File: src/rtl/tag_pipe_pkg.sv
// Shared defaults and tag layout for the tag return pipeline.
package tag_pipe_pkg;

  localparam int DEF_DEPTH    = 7;
  localparam int DEF_CHANNELS = 64;
  localparam int DEF_SEQ_W    = 2;
  localparam int CH_W         = $clog2(DEF_CHANNELS);
  localparam int TAG_W        = DEF_SEQ_W + CH_W;

  typedef struct packed {
    logic [DEF_SEQ_W-1:0] seq;
    logic [CH_W-1:0]      channel;
  } tag_t;

endpackage

File: src/rtl/tag_pipe_stage.sv
// One pipeline slot: a valid bit plus tag payload, loaded from the slot
// behind it when the advance chain allows, cleared by flush.
module tag_pipe_stage
  import tag_pipe_pkg::*;
#(
  parameter int W = TAG_W
) (
  input  logic         clock,
  input  logic         reset_n,
  input  logic         flush,
  input  logic         load,
  input  logic         in_valid,
  input  logic [W-1:0] in_data,
  output logic         valid,
  output logic [W-1:0] data
);

  always_ff @(posedge clock or negedge reset_n) begin
    if (!reset_n) begin
      valid <= 1'b0;
      data  <= '0;
    end else if (flush) begin
      valid <= 1'b0;
      data  <= '0;
    end else if (load) begin
      valid <= in_valid;
      data  <= in_data;
    end
  end

endmodule

File: src/rtl/tag_return_pipe.sv
// Bubble-collapsing delay pipe returning {seq, channel} completion tags.
// Optional statistics counters are built when TAG_PIPE_STATS_EN is defined.
module tag_return_pipe
  import tag_pipe_pkg::*;
#(
  parameter int DEPTH    = DEF_DEPTH,
  parameter int CHANNELS = DEF_CHANNELS,
  parameter int SEQ_W    = DEF_SEQ_W,
  localparam int P_CH_W  = $clog2(CHANNELS),
  localparam int P_TAG_W = SEQ_W + P_CH_W,
  localparam int OCC_W   = $clog2(DEPTH + 1)
) (
  input  logic               clock,
  input  logic               reset_n,
  input  logic               flush,
  input  logic               evt_valid,
  input  logic [P_CH_W-1:0]  evt_channel,
  output logic               evt_ready,
  output logic [P_TAG_W-1:0] tagstream_data,
  output logic               tagstream_valid,
  input  logic               tagstream_ready,
  output logic [OCC_W-1:0]   occupancy,
  output logic               overflow,
  output logic               chan_err,
  input  logic               clr_err,
  output logic [31:0]        emit_count,
  output logic [31:0]        drop_count
);

  logic [DEPTH-1:0]   v;
  logic [DEPTH-1:0]   adv;
  logic [DEPTH-1:0]   nxt_v;
  logic [P_TAG_W-1:0] d [DEPTH];
  logic [SEQ_W-1:0]   seq;
  logic               chan_ok;
  logic               accept;
  logic               ovf_evt;
  logic               chan_evt;
  logic [OCC_W-1:0]   occ_next;

  assign chan_ok   = 32'(evt_channel) < 32'(CHANNELS);
  assign evt_ready = reset_n & adv[0] & !flush;
  assign accept    = evt_valid & evt_ready & chan_ok;
  assign chan_evt  = evt_valid & !flush & !chan_ok;
  assign ovf_evt   = evt_valid & !flush & chan_ok & !adv[0];

  assign tagstream_valid = v[DEPTH-1];
  assign tagstream_data  = d[DEPTH-1];

  // A stage may advance unless it and every stage ahead are full with the head stalled.
  for (genvar i = 0; i < DEPTH; i++) begin : g_stage
    logic               in_v;
    logic [P_TAG_W-1:0] in_d;

    assign adv[i] = tagstream_ready | ~(&v[DEPTH-1:i]);

    if (i == 0) begin : g_first
      assign in_v = accept;
      assign in_d = {seq, evt_channel};
    end else begin : g_rest
      assign in_v = v[i-1];
      assign in_d = d[i-1];
    end

    assign nxt_v[i] = !flush & (adv[i] ? in_v : v[i]);

    tag_pipe_stage #(.W(P_TAG_W)) u_stage (
      .clock    (clock),
      .reset_n  (reset_n),
      .flush    (flush),
      .load     (adv[i]),
      .in_valid (in_v),
      .in_data  (in_d),
      .valid    (v[i]),
      .data     (d[i])
    );
  end

  always_comb begin
    occ_next = '0;
    for (int i = 0; i < DEPTH; i++) begin
      occ_next = occ_next + OCC_W'(nxt_v[i]);
    end
  end

  // Seq only moves on accepted tags so dropped events never leave a gap.
  always_ff @(posedge clock or negedge reset_n) begin
    if (!reset_n) begin
      seq       <= '0;
      occupancy <= '0;
      overflow  <= 1'b0;
      chan_err  <= 1'b0;
    end else begin
      if (accept) seq <= seq + 1'b1;
      occupancy <= occ_next;
      overflow  <= (overflow & !clr_err) | ovf_evt;
      chan_err  <= (chan_err & !clr_err) | chan_evt;
    end
  end

`ifdef TAG_PIPE_STATS_EN
  logic emit;
  logic drop;

  assign emit = v[DEPTH-1] & tagstream_ready & !flush;
  assign drop = ovf_evt | chan_evt;

  always_ff @(posedge clock or negedge reset_n) begin
    if (!reset_n) begin
      emit_count <= '0;
      drop_count <= '0;
    end else begin
      if (emit && emit_count != '1) emit_count <= emit_count + 32'd1;
      if (drop && drop_count != '1) drop_count <= drop_count + 32'd1;
    end
  end
`else
  assign emit_count = '0;
  assign drop_count = '0;
`endif

endmodule
File: config.mk
export PLATFORM = sky130hd
export DESIGN_NAME = tag_return_pipe
export DESIGN_NICKNAME = d
export VERILOG_FILES = /design/src/rtl/tag_pipe_pkg.sv /design/src/rtl/tag_pipe_stage.sv /design/src/rtl/tag_return_pipe.sv
export SDC_FILE = /design/constraint.sdc
export NUM_CORES = 1
export LEC_CHECK = 0
export ABC_AREA = 1
export ABC_CLOCK_PERIOD_IN_PS = 4300
export BUFFER_PORTS_ARGS = -buffer_cell sky130_fd_sc_hd__buf_2
export CAP_MARGIN = 5
export CELL_PAD_IN_SITES_DETAIL_PLACEMENT = 1
export CELL_PAD_IN_SITES_GLOBAL_PLACEMENT = 2
export CORE_ASPECT_RATIO = 0.7
export CORE_MARGIN = 1.5
export CORE_UTILIZATION = 30
export CTS_BUF_LIST = sky130_fd_sc_hd__clkbuf_8
export DETAILED_ROUTE_END_ITERATION = 16
export PLACE_DENSITY = 0.85
export SLEW_MARGIN = 20
export SYNTH_ARGS = -nofsm -noshare
export SYNTH_HDL_FRONTEND = slang
export SYNTH_SLANG_ARGS = --single-unit
File: constraint.sdc
create_clock -name clock -period 4.3 [get_ports clock]
set_input_delay 0.43 -clock clock [delete_from_list [all_inputs] [get_ports clock]]
set_output_delay 0.43 -clock clock [all_outputs]
set_load 0.01 [all_outputs]
==> results.py, run 1 <==
metrics = {
    "worst_setup_path": {
        "max_stage_delay_ns": 0.50,
        "cp.required_ns": 4.52,
        "worstSetupPathType": "flop to flop",
        "cp-end-kind": "flop",
        "cp.arrival_ns": 3.79,
        "reg2reg_depth": 12,
        "crit_chain": "nand2_1, nor2_4, nand2_1, buf_4, nand3_1, nand2_1, nand2_1, fa_1, fa_1, inv_1, fa_1, fa_1",
        "startpoint_type": "flop",
        "slowest_stage": "fa_1",
        "cp.depth": 12,
        "cp_max_fo": 21,
        "crit_family": "adder cells",
        "worst-path-buf-inv": 2,
    },
    "sta": {
        "clock.fmax_ghz": 0.2798,
        "finalHoldViolations": 0,
        "fin_tns_setup_ns": 0,
        "finClkSkew_ns": 0.004812,
        "relSlewSlack_pct": 40.64,
        "slew_violations": 0,
        "final.min_clock_period_ns": 3.574,
        "rsz0062_at_grt": "false",
        "tightest_slew_ns": 0.8904,
        "finalSetupViolCount": 0,
        "layout_worst_path_cycle_share_pct": 83.11,
    },
    "yosys": {
        "synth_largest_area_cell": "dfrtp_1",
        "synth-edff-count": 0,
        "synthCells": 400,
        "synth_top_cells_by_area": "dfrtp_1 50%, buf_4 14%, nand2_1 9.2%",
        "ys_seq_elements": 70,
        "syn_area_um2": 3471,
        "yosys.cell_types.count": 25,
        "synth_commonest_cells": "85 x nand2_1, 70 x dfrtp_1, 64 x buf_4",
        "synthArstFlopShare_pct": 100.0,
        "synthFlopType": "dfrtp_1",
        "synth_most_common_cell": "nand2_1",
        "syn_avg_cell_area_um2": 8.677,
        "ys_seq_area_share_pct": 50.47,
        "synth_top_cell_area_share_pct": 50.47,
        "synth_warnings": 0,
    },
    "global_routing": {
        "gr-usage-met2_pct": 16.71,
        "grt.overflow.total": 0,
        "use_met3_pct": 4.390,
        "antenna_found_initial": 0,
        "grt_pass1_wl_um": 11010,
        "grt_busiest_layer": "met2",
        "use_met1_pct": 15.81,
        "grt_pass1_vias": 2241,
        "grt_usage_pct": 11.51,
        "grt_max_degree": 72,
    },
    "cells_and_area": {
        "fin_util_pct": 32.82,
        "diodes": 0,
        "drive_above_1_share_pct": 12.12,
        "n_fill_cell": 1403,
        "fin_nets": 442,
        "design_area_um2": 3654,
        "area_growth_pct": 5.263,
    },
    "outcome": {
        "status": "complete, no violations",
    },
    "pwr": {
        "power_density_nw_per_um2": 338.6,
        "p_leak_nw": 2.011,
        "ir_drop_mv": 0.1588,
    },
    "cts": {
        "postCtsHoldBufs": 0,
        "cts-root-buf": "clkbuf_8",
        "cts_setup_buffers": 0,
        "insertion_delay_ns": 0.34,
        "cts_buffers": 9,
        "clkSinkCount": 70,
        "htree_levels": 3,
        "clkTransAtPathRegs_ns": 0.07,
        "cts_tree": "built",
        "cts.repair.resized": 0,
        "clockBufferDepth": 2,
    },
    "detailed_routing": {
        "ant_nets": 0,
        "routed_wl_um": 6569,
        "drtIter0Drc": 83,
        "vias_per_cell": 3.969,
        "drc": 0,
        "num_vias": 2310,
        "first_pass_iters": 4,
        "wl_per_cell_um": 11.29,
    },
    "die": {
        "core_area_um2": 11130,
        "num_io_pins": 91,
        "start_util_pct": 31.18,
        "placementRows": 32,
        "dieArea_um2": 12230,
        "die_x_um": 131.6,
        "die_y_um": 92.99,
    },
    "placed_design": {
        "gp_congestion": 0.7190,
        "io_buffers": 26,
        "dp_hpwl_um": 4785,
        "placed_area_um2": 3498,
    },
    "min_path": {
        "hp-class": "input port to flop",
        "hold_depth": 2,
    },
    "job": {
        "max-cap-violations": 0,
    },
}
## area by class of cell
class / count / area, um2 / area share (%)
clock buffers: 10 / 137.6 / 3.767
clock inverters: 4 / 17.52 / 0.4795
inverters: 45 / 172.7 / 4.726
multi-input cells: 271 / 1230 / 33.66
flip-flops and latches: 70 / 1752 / 47.95
well taps: 153 / 191.4 / 5.240
repair buffers: 29 / 152.6 / 4.178
## sequential cells by signal, indices dropped and copies added (netlist names)
name,cells
overflow,1
g_stage.u_stage.data,56
seq,2
chan_err,1
g_stage.u_stage.valid,7
occupancy,3
## cells by family (layout without fill, tap and decap cells)
group / Yosys count / in the layout / synth area share [%]
buf+inv: 122 / 88 / 20.91
fa+ha+maj: 4 / 4 / 2.307
compound gates: 36 / 36 / 5.263
simple gates: 167 / 167 / 20.94
other cells: 1 / 64 / 0.1080
flops: 70 / 70 / 50.47
## per-stage QoR
step,power [mW],std cells,hold slack [ns],setup WS (ns)
after floorplan,0.8185,463,0.1344,1.168
after global placement,0.8061,568,0.4575,0.6547
after detailed placement,0.8111,568,0.4602,0.5103
after CTS,1.259,582,0.2245,0.6998
after global routing,1.306,582,0.2273,0.4960
final,1.237,582,0.2445,0.7262
## routing by layer
metal  vias up  part of all wire (%)
met1      1103                    51
li1       1159                     -
met2        39                    43
met5         -                     0
met4         0                   1.2
met3         9                   5.0
## report_power, final
group	total, mW	leakage [nW]	switching, mW	internal [mW]
clock network	0.440	0.0904	0.228	0.212
logic	0.0998	0.963	0.0765	0.0233
registers	0.697	0.957	0.0136	0.684
## cell usage in the layout (no fill, tap or decap)
master	count
nand2_1	85
dfrtp_1	70
conb_1	64
inv_1	44
nor2_1	37
nand3_1	35
buf_2	26
o21ai_0	18
clkbuf_8	10
a21oi_1	9
o21ai_1	8
fa_1	4
clkinv_2	3
buf_4	3
nand2_2	2
nor2_4	2
nand4_1	2
nand3_4	1
inv_4	1
nand3_2	1
nor2_2	1
nand4_2	1
inv_2	1
a211oi_1	1
## path summary, 6_finish.rpt
| check | from | slack (ns) | to |
|---|---|---|---|
| setup / recovery | g_stage[6].u_stage.valid | 0.73 | occupancy[1] |
| hold / removal | clr_err | 0.24 | chan_err |
| setup reg to reg | g_stage[6].u_stage.valid | 0.73 | occupancy[1] |
| hold reg to reg | g_stage[2].u_stage.data[7] | 0.47 | g_stage[2].u_stage.data[7] |
| max in group asynchronous | reset_n | 3.34 | g_stage[4].u_stage.data[1] |
| min in group asynchronous | reset_n | 0.38 | g_stage[5].u_stage.data[3] |
Note: power is estimated with default switching activity, not from simulation.
==> run 2: changes to the inputs <==
--- a/config.mk
+++ b/config.mk
@@ -6,7 +6,7 @@
 export NUM_CORES = 1
 export LEC_CHECK = 0
 export ABC_AREA = 1
-export ABC_CLOCK_PERIOD_IN_PS = 4300
+export ABC_CLOCK_PERIOD_IN_PS = 3600
 export BUFFER_PORTS_ARGS = -buffer_cell sky130_fd_sc_hd__buf_2
 export CAP_MARGIN = 5
 export CELL_PAD_IN_SITES_DETAIL_PLACEMENT = 1
==> constraint.sdc (replaced) <==
create_clock -name clock -period 3.6 [get_ports clock]
set_input_delay 0.36 -clock clock [delete_from_list [all_inputs] [get_ports clock]]
set_output_delay 0.36 -clock clock [all_outputs]
set_load 0.01 [all_outputs]
==> results.py, run 2 (synthesized netlist as in run 1, its figures left out) <==
metrics = {
    "outcome": {
        "status": "complete, no violations",
    },
    "die": {
        "placementRows": 32,
        "num_io_pins": 91,
        "die_y_um": 92.99,
        "die_x_um": 131.6,
        "dieArea_um2": 12230,
        "start_util_pct": 31.18,
        "core_area_um2": 11130,
    },
    "detailed_routing": {
        "drc": 0,
        "ant_nets": 0,
        "routed_wl_um": 6594,
        "first_pass_iters": 4,
        "drtIter0Drc": 126,
        "num_vias": 2315,
        "vias_per_cell": 3.944,
        "wl_per_cell_um": 11.23,
    },
    "cells_and_area": {
        "final_cells": 587,
        "fin_nets": 445,
        "final_cell_mix": "85 x nand2_1, 70 x dfrtp_1, 64 x conb_1, 43 x inv_1, 37 x nor2_1",
        "area_growth_pct": 7.210,
        "diodes": 0,
        "largest_register": "g_stage.u_stage.data",
        "drive_above_1_share_pct": 13.36,
        "reg_top3": "g_stage.u_stage.data (56), g_stage.u_stage.valid (7), occupancy (3)",
        "final_common_cell": "nand2_1",
        "largest_reg_flops": 56,
        "design_area_um2": 3721,
    },
    "cts": {
        "clkTransAtPathRegs_ns": 0.07,
        "cts_setup_buffers": 0,
        "clockBufferDepth": 2,
        "htree_levels": 3,
        "cts.repair.resized": 0,
        "cts-root-buf": "clkbuf_8",
        "cts_tree": "built",
        "cts_buffers": 9,
        "postCtsHoldBufs": 0,
        "insertion_delay_ns": 0.34,
        "clkSinkCount": 70,
    },
    "placed_design": {
        "dp_cells": 571,
        "place_ws_ns": 0.2156,
        "io_buffers": 26,
        "dp_hpwl_um": 4813,
        "placed_area_um2": 3521,
        "gp_congestion": 0.7737,
    },
    "global_routing": {
        "grt_pass1_wl_um": 11050,
        "grt_usage_pct": 11.39,
        "grt_max_degree": 72,
        "grt_pass1_vias": 2278,
        "grt.overflow.total": 0,
        "antenna_found_initial": 0,
    },
    "sta": {
        "rsz0062_at_grt": "false",
        "finalHoldViolations": 0,
        "layout_worst_path_cycle_share_pct": 88.94,
        "slew_violations": 0,
        "relSlewSlack_pct": 39.53,
        "finalSetupViolCount": 0,
        "finClkSkew_ns": 0.007241,
        "tightest_slew_ns": 0.9071,
        "final.min_clock_period_ns": 3.202,
        "fin_tns_setup_ns": 0,
        "fin_ws_ns": 0.3980,
        "clock.fmax_ghz": 0.3123,
    },
    "worst_setup_path": {
        "reg2reg_depth": 10,
        "max_stage_delay_ns": 0.49,
        "slowest_stage": "fa_1",
        "path_common_cell": "fa_1",
        "cp.arrival_ns": 3.41,
        "worstSetupPathType": "flop to flop",
        "crit_chain": "nand2_1, nor2_4, nand3_4, o21ai_0, inv_1, fa_1, fa_1, inv_1, fa_1, fa_1",
        "cp.required_ns": 3.81,
        "cp-end-kind": "flop",
        "startpoint_type": "flop",
        "cp_max_fo": 17,
    },
    "job": {
        "max-cap-violations": 0,
    },
    "pwr": {
        "p_leak_nw": 2.044,
        "power_density_nw_per_um2": 425.8,
        "ir_drop_mv": 0.1575,
    },
    "min_path": {
        "hp-class": "input port to flop",
        "hold_depth": 2,
    },
}
[run 2: stage by stage]
| stage | power, mW | utilization [%] | hold slack, ns |
|---|---|---|---|
| floorplan | 0.9776 | - | 0.06441 |
| global placement | 0.9631 | 31.63 | 0.4587 |
| detailed placement | 0.9694 | 31.63 | 0.4647 |
| CTS | 1.610 | 33.43 | 0.1681 |
| global route | 1.666 | 33.43 | 0.1694 |
| finish | 1.584 | 33.43 | 0.1844 |
[run 2: area by class of cell]
| type | count | area (um2) |
|---|---|---|
| timing repair buffer | 32 | 175.2 |
| clock inverter | 5 | 48.80 |
| fill | 1394 | 7410 |
| clock buffer | 11 | 151.4 |
| inverter | 45 | 172.7 |
| multi-input combinational | 271 | 1230 |
| tap | 153 | 191.4 |
| sequential | 70 | 1752 |
[run 2: routing by layer]
metal  vias up  GRT usage [%]  share of wire, %  routed length (um)
met1      1104          15.60                49                3257
met5         -              0                 0                   0
met4         0          4.167              0.96                  63
met3         8          3.306               3.7                 242
met2        34          17.15                46                3030
li1       1169              -                 -                   -
[run 2: where the power goes]
group	internal (mW)	total, mW	switching (mW)
logic	0.0286	0.120	0.0917
registers	0.816	0.832	0.0160
clock network	0.352	0.632	0.280
[run 2: worst paths after layout]
| kind | start | endpoint | slack [ns] |
|---|---|---|---|
| setup / recovery | g_stage[6].u_stage.valid | occupancy[1] | 0.40 |
| hold / removal | clr_err | chan_err | 0.18 |
| setup reg to reg | g_stage[6].u_stage.valid | occupancy[1] | 0.40 |
| hold reg to reg | g_stage[3].u_stage.data[0] | g_stage[3].u_stage.data[0] | 0.47 |
| max in group asynchronous | reset_n | g_stage[4].u_stage.data[6] | 2.75 |
| min in group asynchronous | reset_n | g_stage[6].u_stage.data[4] | 0.25 |
[run 2: worst max-delay path, delay by kind of cell, from the launching register on]
kind / cells / cell delay (ns)
buffers and inverters: 2 / 0.15
AND/OR/NAND/NOR: 3 / 0.53
adder cells (fa/ha/maj): 4 / 1.79
AO/OA/AOI/OAI: 1 / 0.20
flip-flops: 1 / 0.41
==> run 3: changes to the inputs <==
--- a/config.mk
+++ b/config.mk
@@ -12,12 +12,11 @@
 export CELL_PAD_IN_SITES_DETAIL_PLACEMENT = 1
 export CELL_PAD_IN_SITES_GLOBAL_PLACEMENT = 2
 export CORE_ASPECT_RATIO = 0.7
-export CORE_MARGIN = 1.5
-export CORE_UTILIZATION = 30
+export CORE_MARGIN = 2
+export CORE_UTILIZATION = 32
 export CTS_BUF_LIST = sky130_fd_sc_hd__clkbuf_8
 export DETAILED_ROUTE_END_ITERATION = 16
-export PLACE_DENSITY = 0.85
-export SLEW_MARGIN = 20
+export PLACE_DENSITY = 0.89
 export SYNTH_ARGS = -nofsm -noshare
 export SYNTH_HDL_FRONTEND = slang
 export SYNTH_SLANG_ARGS = --single-unit
==> results.py, run 3 (synthesized netlist as in run 1, its figures left out) <==
metrics = {
    "outcome": {
        "status": "complete, no violations",
    },
    "cells_and_area": {
        "design_area_um2": 3732,
        "final_cell_mix": "85 x nand2_1, 70 x dfrtp_1, 64 x conb_1, 43 x inv_1, 37 x nor2_1",
        "final_common_cell": "nand2_1",
        "largest_register": "g_stage.u_stage.data",
        "largest_reg_flops": 56,
        "area_growth_pct": 7.534,
        "fin_nets": 445,
        "reg_top3": "g_stage.u_stage.data (56), g_stage.u_stage.valid (7), occupancy (3)",
        "diodes": 0,
        "final_cells": 566,
        "drive_above_1_share_pct": 13.36,
    },
    "worst_setup_path": {
        "max_stage_delay_ns": 0.49,
        "startpoint_type": "flop",
        "cp-end-kind": "flop",
        "reg2reg_slack_ns": 0.46,
        "path_common_cell": "fa_1",
        "cp.required_ns": 3.84,
        "cp.arrival_ns": 3.38,
        "cp_max_fo": 17,
        "slowest_stage": "fa_1",
        "crit_family": "adder cells",
        "worst-path-buf-inv": 2,
        "crit_chain": "nand2_1, nor2_4, nand3_4, o21ai_0, inv_1, fa_1, fa_1, inv_1, fa_1, fa_1",
        "worstSetupPathType": "flop to flop",
    },
    "global_routing": {
        "grt_usage_pct": 12.18,
        "antenna_found_initial": 0,
        "grt.overflow.total": 0,
        "grt_pass1_vias": 2265,
        "grt_max_degree": 72,
        "grt_pass1_wl_um": 11050,
    },
    "detailed_routing": {
        "vias_per_cell": 4.049,
        "drtIter0Drc": 104,
        "wl_per_cell_um": 11.57,
        "num_vias": 2292,
        "drc": 0,
        "first_pass_iters": 4,
        "routed_wl_um": 6547,
        "ant_nets": 0,
    },
    "placed_design": {
        "placed_area_um2": 3495,
        "dp_hpwl_um": 4756,
        "gp_congestion": 0.7515,
        "dp_cells": 550,
        "io_buffers": 26,
    },
    "sta": {
        "relSlewSlack_pct": 40.32,
        "rsz0062_at_grt": "false",
        "finalSetupViolCount": 0,
        "finalHoldViolations": 0,
        "final.min_clock_period_ns": 3.140,
        "tightest_slew_ns": 0.8952,
        "layout_worst_path_cycle_share_pct": 87.23,
        "fin_tns_setup_ns": 0,
        "finClkSkew_ns": 0.01079,
        "clock.fmax_ghz": 0.3185,
        "slew_violations": 0,
    },
    "pwr": {
        "power_density_nw_per_um2": 459.7,
        "power.switching_uw": 414.9,
        "internal_power_mw": 1.301,
        "seq_power_share_pct": 48.5,
        "combPwrFrac_pct": 6.9,
        "p_leak_nw": 2.050,
        "ir_drop_mv": 0.2080,
        "clkPwrFrac_pct": 44.5,
        "swShare_pct": 24.18,
    },
    "die": {
        "die_x_um": 128.5,
        "placementRows": 31,
        "dieArea_um2": 11710,
        "core_area_um2": 10430,
        "die_y_um": 91.14,
        "num_io_pins": 91,
        "start_util_pct": 33.27,
    },
    "cts": {
        "htree_levels": 3,
        "postCtsHoldBufs": 0,
        "cts-root-buf": "clkbuf_8",
        "clkTransAtPathRegs_ns": 0.08,
        "clockBufferDepth": 2,
        "clkSinkCount": 70,
        "cts_tree": "built",
        "cts_setup_buffers": 0,
        "cts.repair.resized": 0,
        "insertion_delay_ns": 0.36,
        "cts_buffers": 9,
    },
    "min_path": {
        "hp-class": "input port to flop",
    },
    "job": {
        "max-cap-violations": 0,
    },
}
## run 3: through the flow
step | power, mW | utilization (%) | hold slack (ns) | setup slack (ns)
floorplan | 0.9776 | - | 0.06441 | 0.5334
global placement | 0.9629 | 33.49 | 0.4588 | 0.3468
detailed placement | 0.9679 | 33.49 | 0.4610 | 0.2427
CTS | 1.742 | 35.77 | 0.1480 | 0.4096
global route | 1.803 | 35.77 | 0.1460 | 0.2622
finish | 1.716 | 35.77 | 0.1633 | 0.4598
## run 3: power groups by stage
stage | logic [mW] | clock network, mW | registers, mW
final | 0.119 | 0.764 | 0.833
after global routing | 0.138 | 0.829 | 0.837
after CTS | 0.120 | 0.789 | 0.833
after detailed placement | 0.120 | 0 | 0.848
after global placement | 0.116 | 0 | 0.846
after floorplan | 0.133 | 0 | 0.844
## run 3: routing by layer
layer / GRT usage, % / share of wire, % / vias up
met4: 3.297 / 1.0 / 0
met2: 18.09 / 47 / 37
li1: - / - / 1169
met3: 5.480 / 4.4 / 7
met5: 0 / 0 / -
met1: 16.09 / 48 / 1079
## run 3: area by class of cell
class / instances / area (um2)
Clock buffer: 9 / 123.9
Clock inverter: 7 / 113.9
Tap cell: 132 / 165.2
Inverter: 45 / 172.7
Multi-Input combinational cell: 271 / 1230
Timing Repair Buffer: 32 / 175.2
Sequential cell: 70 / 1752
Fill cell: 1260 / 6701
## run 3: path summary, 6_finish.rpt
| kind | startpoint | end | cells after the start |
|---|---|---|---|
| setup / recovery | g_stage[6].u_stage.valid | occupancy[1] | 10 |
| hold / removal | clr_err | chan_err | 2 |
| setup reg to reg | g_stage[6].u_stage.valid | occupancy[1] | 10 |
| hold reg to reg | g_stage[2].u_stage.data[4] | g_stage[2].u_stage.data[4] | 2 |
| max in group asynchronous | reset_n | g_stage[0].u_stage.data[2] | 2 |
| min in group asynchronous | reset_n | g_stage[6].u_stage.data[1] | 2 |
## run 3: worst register-to-register path: cells and delay by family, from the launching register on
| kind | cells | cell delay [ns] |
|---|---|---|
| AO/OA/AOI/OAI | 1 | 0.17 |
| adder cells (fa/ha/maj) | 4 | 1.76 |
| buffers and inverters | 2 | 0.14 |
| flip-flops | 1 | 0.41 |
| AND/OR/NAND/NOR | 3 | 0.54 |
